<file path="config.mk">
export PLATFORM = sky130hd
export DESIGN_NAME = poly_synth
export DESIGN_NICKNAME = d
export VERILOG_FILES = /design/src/rtl/poly_synth.sv
export SDC_FILE = /design/constraint.sdc
export NUM_CORES = 2
export LEC_CHECK = 0
export CAP_MARGIN = 20
export CORE_MARGIN = 2
export CORE_UTILIZATION = 35
export CTS_BUF_LIST = sky130_fd_sc_hd__clkbuf_4
export CTS_CLUSTER_DIAMETER = 50
export DETAILED_ROUTE_END_ITERATION = 8
export PLACE_DENSITY = 0.5
export SLEW_MARGIN = 25
export SYNTH_ARGS = -nofsm -noshare
export SYNTH_HDL_FRONTEND = slang
export SYNTH_SLANG_ARGS = --single-unit
</file>
<file path="constraint.sdc">
create_clock -name clk -period 8.78 [get_ports clk]
set_input_delay 1.756 -clock clk [delete_from_list [all_inputs] [get_ports clk]]
set_output_delay 1.756 -clock clk [all_outputs]
set_load 0.05 [all_outputs]
</file>
<file path="src/rtl/poly_synth.sv">
// Multi-voice oscillator bank with per-voice waveform and linear attack/release envelope.
// Voices are mixed, scaled by a master amplitude and also sent out as a first-order PDM bitstream.
module poly_synth #(
    parameter int CLKSPEED    = 48_000_000,
    parameter int SAMPLE_RATE = 48_000,
    parameter int VOICES      = 4,
    parameter int DW          = 10,
    parameter int ACC_W       = 24,
    localparam int VW         = (VOICES > 1) ? $clog2(VOICES) : 1
) (
    input  logic              clk,
    input  logic              rst,
    input  logic              wr_en,
    input  logic [VW-1:0]     wr_voice,
    input  logic [1:0]        wr_addr,
    input  logic [ACC_W-1:0]  wr_data,
    input  logic [VOICES-1:0] gate,
    input  logic [DW-1:0]     amp_in,
    output logic              sample_tick,
    output logic [DW-1:0]     mix_out,
    output logic              dout
);

    localparam int DIV  = CLKSPEED / SAMPLE_RATE;
    localparam int CW   = $clog2(DIV);
    localparam int LOGV = $clog2(VOICES);
    localparam int SW   = DW + LOGV;
    localparam int PW   = 2 * DW;

    logic [CW-1:0]    r_tick_cnt;
    logic             w_tick;

    logic [ACC_W-1:0] r_tune  [VOICES];
    logic [1:0]       r_wave  [VOICES];
    logic [DW-1:0]    r_att   [VOICES];
    logic [DW-1:0]    r_rel   [VOICES];

    logic [ACC_W-1:0] r_phase [VOICES];
    logic [DW-1:0]    r_env   [VOICES];
    logic [15:0]      r_lfsr  [VOICES];

    logic [DW:0]      w_env_up  [VOICES];
    logic [DW-1:0]    w_env_nxt [VOICES];
    logic [DW-1:0]    w_p       [VOICES];
    logic [DW-1:0]    w_wave    [VOICES];
    logic [PW-1:0]    w_vprod   [VOICES];

    logic             r_s2_en;
    logic             r_s3_en;
    logic [DW-1:0]    r_voice [VOICES];
    logic [SW-1:0]    w_sum;
    logic [DW-1:0]    w_avg;
    logic [PW-1:0]    w_mprod;
    logic [DW-1:0]    r_mix;

    logic [DW-1:0]    r_err;
    logic             r_dout;
    logic [DW:0]      w_pdm_sum;

    assign w_tick      = (r_tick_cnt == CW'(DIV - 1));
    assign sample_tick = w_tick;
    assign mix_out     = r_mix;
    assign dout        = r_dout;

    always_ff @(posedge clk) begin
        if (rst) begin
            r_tick_cnt <= '0;
        end else if (w_tick) begin
            r_tick_cnt <= '0;
        end else begin
            r_tick_cnt <= r_tick_cnt + CW'(1);
        end
    end

    // Writes land immediately; a write on a tick edge is only seen by the following tick.
    always_ff @(posedge clk) begin
        if (rst) begin
            for (int i = 0; i < VOICES; i++) begin
                r_tune[i] <= '0;
                r_wave[i] <= '0;
                r_att[i]  <= '0;
                r_rel[i]  <= '0;
            end
        end else if (wr_en && (int'(wr_voice) < VOICES)) begin
            case (wr_addr)
                2'd0: r_tune[wr_voice] <= wr_data;
                2'd1: r_wave[wr_voice] <= wr_data[1:0];
                2'd2: r_att[wr_voice]  <= wr_data[DW-1:0];
                2'd3: r_rel[wr_voice]  <= wr_data[DW-1:0];
                default: ;
            endcase
        end
    end

    always_comb begin
        for (int i = 0; i < VOICES; i++) begin
            w_env_up[i]  = {1'b0, r_env[i]} + {1'b0, r_att[i]};
            w_env_nxt[i] = r_env[i];
            if (gate[i]) begin
                w_env_nxt[i] = w_env_up[i][DW] ? '1 : w_env_up[i][DW-1:0];
            end else begin
                w_env_nxt[i] = (r_env[i] > r_rel[i]) ? (r_env[i] - r_rel[i]) : '0;
            end
        end
    end

    always_ff @(posedge clk) begin
        if (rst) begin
            for (int i = 0; i < VOICES; i++) begin
                r_phase[i] <= '0;
                r_env[i]   <= '0;
                r_lfsr[i]  <= 16'hACE1 ^ 16'(i);
            end
        end else if (w_tick) begin
            for (int i = 0; i < VOICES; i++) begin
                r_phase[i] <= r_phase[i] + r_tune[i];
                r_env[i]   <= w_env_nxt[i];
                r_lfsr[i]  <= {1'b0, r_lfsr[i][15:1]} ^ (r_lfsr[i][0] ? 16'hB400 : 16'h0000);
            end
        end
    end

    // Noise taps the top DW bits of the LFSR, so DW must not exceed 16.
    always_comb begin
        for (int i = 0; i < VOICES; i++) begin
            w_p[i]    = r_phase[i][ACC_W-1 -: DW];
            w_wave[i] = w_p[i];
            case (r_wave[i])
                2'd0: w_wave[i] = w_p[i];
                2'd1: w_wave[i] = {DW{w_p[i][DW-1]}};
                2'd2: w_wave[i] = {(w_p[i][DW-1] ? ~w_p[i][DW-2:0] : w_p[i][DW-2:0]), 1'b0};
                2'd3: w_wave[i] = r_lfsr[i][15 -: DW];
                default: w_wave[i] = w_p[i];
            endcase
            w_vprod[i] = PW'(w_wave[i]) * PW'(r_env[i]);
        end
    end

    always_comb begin
        w_sum = '0;
        for (int i = 0; i < VOICES; i++) begin
            w_sum = w_sum + SW'(r_voice[i]);
        end
        w_avg   = DW'(w_sum >> LOGV);
        w_mprod = PW'(w_avg) * PW'(amp_in);
    end

    always_ff @(posedge clk) begin
        if (rst) begin
            r_s2_en <= 1'b0;
            r_s3_en <= 1'b0;
            r_mix   <= '0;
            for (int i = 0; i < VOICES; i++) begin
                r_voice[i] <= '0;
            end
        end else begin
            r_s2_en <= w_tick;
            r_s3_en <= r_s2_en;
            if (r_s2_en) begin
                for (int i = 0; i < VOICES; i++) begin
                    r_voice[i] <= DW'(w_vprod[i] >> DW);
                end
            end
            if (r_s3_en) begin
                r_mix <= DW'(w_mprod >> DW);
            end
        end
    end

    assign w_pdm_sum = {1'b0, r_err} + {1'b0, r_mix};

    always_ff @(posedge clk) begin
        if (rst) begin
            r_err  <= '0;
            r_dout <= 1'b0;
        end else begin
            {r_dout, r_err} <= w_pdm_sum;
        end
    end

endmodule

</file>
== After elaboration in Yosys (flattened, before gate mapping) ==
Memory sizes are Yosys's and may differ from the RTL's.
Cells that the tools add are included.
Word-level totals
  memory bits (writable): 424
  logic and storage cells: 166
  bits in latches: 0
  output and inout bits: 12
  memories: 8
  memory bits (read-only): 0
  register bits after elaboration: 33
Cells by class
  bitwise logic cells: 24
  multiplexer cells: 76
  magnitude comparators: 4
  shifts and indexed selects: 0
  add/subtract/negate cells: 17
  equality and inequality tests: 16
  div/mod/pow operators: 0
  multiply operators: 5
  reduce and logical (&&, ||, !) cells: 10
Memory list
  r_phase: depth 4, width 24, rd ports 4, clocked after memory_dff 0, wr ports 4, RTL line 38  | logic [ACC_W-1:0] r_phase [VOICES];
  r_tune: depth 4, width 24, rd ports 4, clocked after memory_dff 0, wr ports 4, RTL line 33  | logic [ACC_W-1:0] r_tune [VOICES];
  r_lfsr: depth 4, width 16, rd ports 4, clocked after memory_dff 0, wr ports 4, RTL line 40  | logic [15:0] r_lfsr [VOICES];
  r_att: depth 4, width 10, rd ports 4, clocked after memory_dff 0, wr ports 4, RTL line 35  | logic [DW-1:0] r_att [VOICES];
  r_env: depth 4, width 10, rd ports 4, clocked after memory_dff 0, wr ports 4, RTL line 39  | logic [DW-1:0] r_env [VOICES];
  r_rel: depth 4, width 10, rd ports 4, clocked after memory_dff 0, wr ports 4, RTL line 36  | logic [DW-1:0] r_rel [VOICES];
  2 more memories
Operators by type and width (number)
  10-bit 2-to-1 mux: 22
  10-bit one-hot mux with 4 select lines: 4
  16-bit 2-to-1 mux: 8
  24-bit 2-to-1 mux: 5
  10-bit by 10-bit multiplier with 20-bit output: 5
  24-bit adder: 4
  10-bit by 10-bit adder with 11-bit output: 6
  15-bit by 16-bit XOR with 16-bit output: 4
  10-bit greater-than comparator: 4
  10-bit subtractor: 4
  9-bit 2-to-1 mux: 4
  9-bit inverter: 4
  1-bit 2-to-1 mux: 28
  24-bit OR reduction: 1
  2-bit equality test (second input constant): 10
  10-bit OR reduction: 2
  1-bit bitwise OR: 16
  11-bit by 10-bit adder with 12-bit output: 1
  12-bit by 10-bit adder with 12-bit output: 1
  10-bit by 1-bit adder with 10-bit output (second input constant): 1
  10-bit equality test (second input constant): 1
  2-bit by 1-bit equality test with 1-bit output (second input constant): 5
  2-bit zero test: 5
  2-bit 2-to-1 mux: 5
  2-bit OR reduction: 2

== Depth between registers and ports, before layout ==
  depth in word-level cells: 7
  gate-level depth with buffers: 36

== Least setup slack after synthesis ==
No wires, ideal clock.
  path kind: flip-flop to flip-flop
  from: memory r_voice[0][1]
  to: register r_mix[9], in the netlist mix_out[9]
  period minus slack after synthesis: 7.705 ns
  data arrival time: 7.619 ns
  cell stages (with the launch flop): 36
  data required time: 8.694 ns
  setup time: 0.086 ns
  slack: 1.075 ns
  cells stage by stage: edfxtp_1 inv_1 fa_1 inv_1 fa_1 nand2_1 nor2_1 fa_1 a21o_1 a21oi_1 o21bai_1 a21oi_1 nor2b_1 o21a_1 nor2_1 xnor2_1 nand2_1 fa_1 inv_1 fa_1 inv_1 fa_1 inv_1 fa_1 inv_1 fa_1 inv_1 ha_1 o21ai_0 a31o_2 a21oi_1 a221oi_1 a21oi_1 nor2_1 o21ai_0 a211oi_1
RTL lines
  from (decl): RTL line 50  | logic [DW-1:0] r_voice [VOICES];
  to (signal assigned): RTL line 165  | r_mix <= DW'(w_mprod >> DW);
  to (decl): RTL line 54  | logic [DW-1:0] r_mix;

==> results_dict.tcl <==
set metrics [dict create \
    fill_cells 11836 \
    path_buf_inv 6 \
    slew_viol_final 0 \
    vdd_ir_drop_max_uv 838 \
    cts_hold_buf 0 \
    clk_pin_slew_ns 0.05 \
    postRouteAntennaNets 0 \
    cts_tree "built" \
    grt.overflow.total 0 \
    cts_root_buf "clkbuf_4" \
    layout.nets 5107 \
    powerDensity_nw_per_um2 317 \
    area_growth_pct 10.2 \
    drive_gt1_share_pct 7.20 \
    setup_viol_count_final 0 \
    holdWs_ns 0.461 \
    start_util_pct 35.2 \
    syn_nets 4991 \
    clock_path_buffers 3 \
    hold_violations 0 \
    synthesis.instances 4151 \
    cts_sinks 457 \
    synth_cell_types 84 \
    slowest_stage "fa_1" \
    maxCapViolCount 0 \
    place_inst 5662 \
    leakage_nw 20.8 \
    fp.dieH_um 348 \
    critPathCaptureType "register" \
    vias 29018 \
    drc 0 \
    crit_top_cell "fa_1" \
    critical_path_class "reg2reg" \
    cts_buffers 138 \
    fmax_ghz 0.124 \
    vias_per_cell 4.91 \
    grt_max_degree 98 \
    routed_wl_um 102000 \
    post-place-ws_ns 0.326 \
    dieWidth_um 348 \
    setup_ws_ns 0.734 \
    dr.first_iter.drc_count 1485 \
    die_area_um2 121000 \
    num_rows 126 \
    max_slew_margin_pct 31.4 \
    ctsResizeCount 0 \
    gp_congestion 0.795 \
    ys_seq_area_share_pct 32.4 \
    async_flop_share_pct 0 \
    first_pass_iters 5 \
    synth_edf_count 424 \
    htreeDepth 4 \
    critical_path_required_ns 9.70 \
    worstSkewPairLatency_ns 1.06 \
    stdcell_count 5906 \
    io_buffers 56 \
    io_pins 57 \
    max_stage_delay_ns 0.53 \
    min_path_type "reg2reg" \
    syn_area_um2 41400 \
    tightest_slew_ns 1.03 \
    antenna_found_initial 10 \
    syn_avg_cell_area_um2 9.97 \
    rsz0062_at_grt "false" \
    ys.flop_type "edfxtp_1" \
    ys.warnings.count 0 \
    ys_ff_latch 457 \
    worstPathMaxFanout 9 \
    total_power_mw 14.5 \
    core_um2 118000 \
    worstPathArrival_ns 8.97 \
    grt_pass1_vias 30184 \
    path_delay_family "adder cells" \
    status "finished clean" \
    skew_ns 0.0878 \
    wl_per_cell_um 17.2 \
    hpwlAfterDp_um 75100 \
    cts_setup_buffers 0 \
    fin_crit_sh_pct 91.6 \
    startpoint_type "register" \
    setup_tns_ns 0 \
    fin_crit_ns 8.05 \
    grt_util_all_layers_pct 17.3 \
    grt_pass1_wl_um 165000 \
]
state kept, by name (all words and copies together), names as in the netlist:
signal / cells
r_s2_en: 1
r_phase: 96
mix_out: 10
r_wave: 8
r_err: 10
r_att: 40
r_tune: 96
r_tick_cnt: 10
dout: 1
r_lfsr: 64
r_voice: 40
r_env: 40
r_s3_en: 1
r_rel: 40
synth_stat cells (32+ instances only):
master	instances	area (µm²)
o21ai_0	148	741
nand2_1	403	1510
inv_1	539	2020
nor3_1	49	245
nor2b_1	32	200
and2_1	291	1820
clkbuf_1	89	334
a21o_1	78	586
nor2_1	297	1110
nand3_1	38	190
buf_1	32	120
and3_1	165	1030
or3_1	37	231
xnor2_1	127	1110
fa_1	338	6770
a21oi_1	147	736
xor2_1	74	648
ha_1	457	5720
dfxtp_1	33	661
o21a_1	37	278
edfxtp_1	424	12700
stage by stage:
step | util, % | instance area, µm²
2_1_floorplan | - | 41400
3_3_place_gp | 37.2 | 43800
3_5_place_dp | 37.2 | 43800
4_1_cts | 38.7 | 45500
5_1_grt | 38.8 | 45600
6_report | 38.8 | 45600
per-layer routing:
metal	vias up	GRT usage [%]	wire length (µm)
met5	-	0	8
met4	2	4.23	1550
met3	116	2.94	4050
met2	465	28.6	47300
met1	14091	23.4	48700
li1	14344	-	-
final cells by class:
type                       instances  area (µm²)  area share, %
inverter                         543        2040           4.47
clock buffer                     192        1440           3.16
tap                             1536        1920           4.21
multi-input combinational       3025       25500           56.0
antenna                            7        17.5         0.0384
timing repair buffer             102         920           2.02
clock inverter                    44         340          0.746
sequential                       457       13400           29.4
power breakdown:
part           internal [mW]  switching [mW]  leakage [nW]
clock                   1.16           0.997          1.05
sequential              2.48           0.103          4.26
combinational           4.34            5.39          15.5
final timing paths:
kind / cells past startpoint / start / to / slack, ns
max reg2reg: 33 / r_voice[0][1]$_SDFFCE_PN0P_ / mix_out[9]$_SDFFE_PP0P_ / 0.73
max: 33 / r_voice[0][1]$_SDFFCE_PN0P_ / mix_out[9]$_SDFFE_PP0P_ / 0.73
min reg2reg: 1 / r_tick_cnt[0]$_SDFF_PP0_ / r_tick_cnt[0]$_SDFF_PP0_ / 0.46
min: 1 / r_tick_cnt[0]$_SDFF_PP0_ / r_tick_cnt[0]$_SDFF_PP0_ / 0.46
cells in the final DEF, fill, tap and decap left out, types with 38 or more instances in the layout:
| cell type | instances |
|---|---|
| nand2_1 | 400 |
| inv_1 | 539 |
| clkdlybuf4s50_1 | 54 |
| ha_1 | 457 |
| a21oi_1 | 147 |
| o21ai_0 | 148 |
| clkbuf_4 | 192 |
| and2_1 | 291 |
| buf_4 | 44 |
| xor2_1 | 74 |
| and3_1 | 165 |
| edfxtp_1 | 424 |
| a21o_1 | 77 |
| xnor2_1 | 125 |
| fa_1 | 338 |
| nand3_1 | 38 |
| nor2_1 | 295 |
| nor3_1 | 47 |
cell families (layout without fill, tap and decap cells):
kind of cell	Yosys count	count (layout)	synth area share, %
buf+inv	669	881	6.11
xor+xnor	201	201	4.25
other cells	0	7	0
mux	24	24	0.835
flops	457	457	32.4
fa+ha+maj	795	795	30.2
compound gates	611	611	9.54
simple gates	1394	1394	16.7
(Power assumes the default switching activity.)
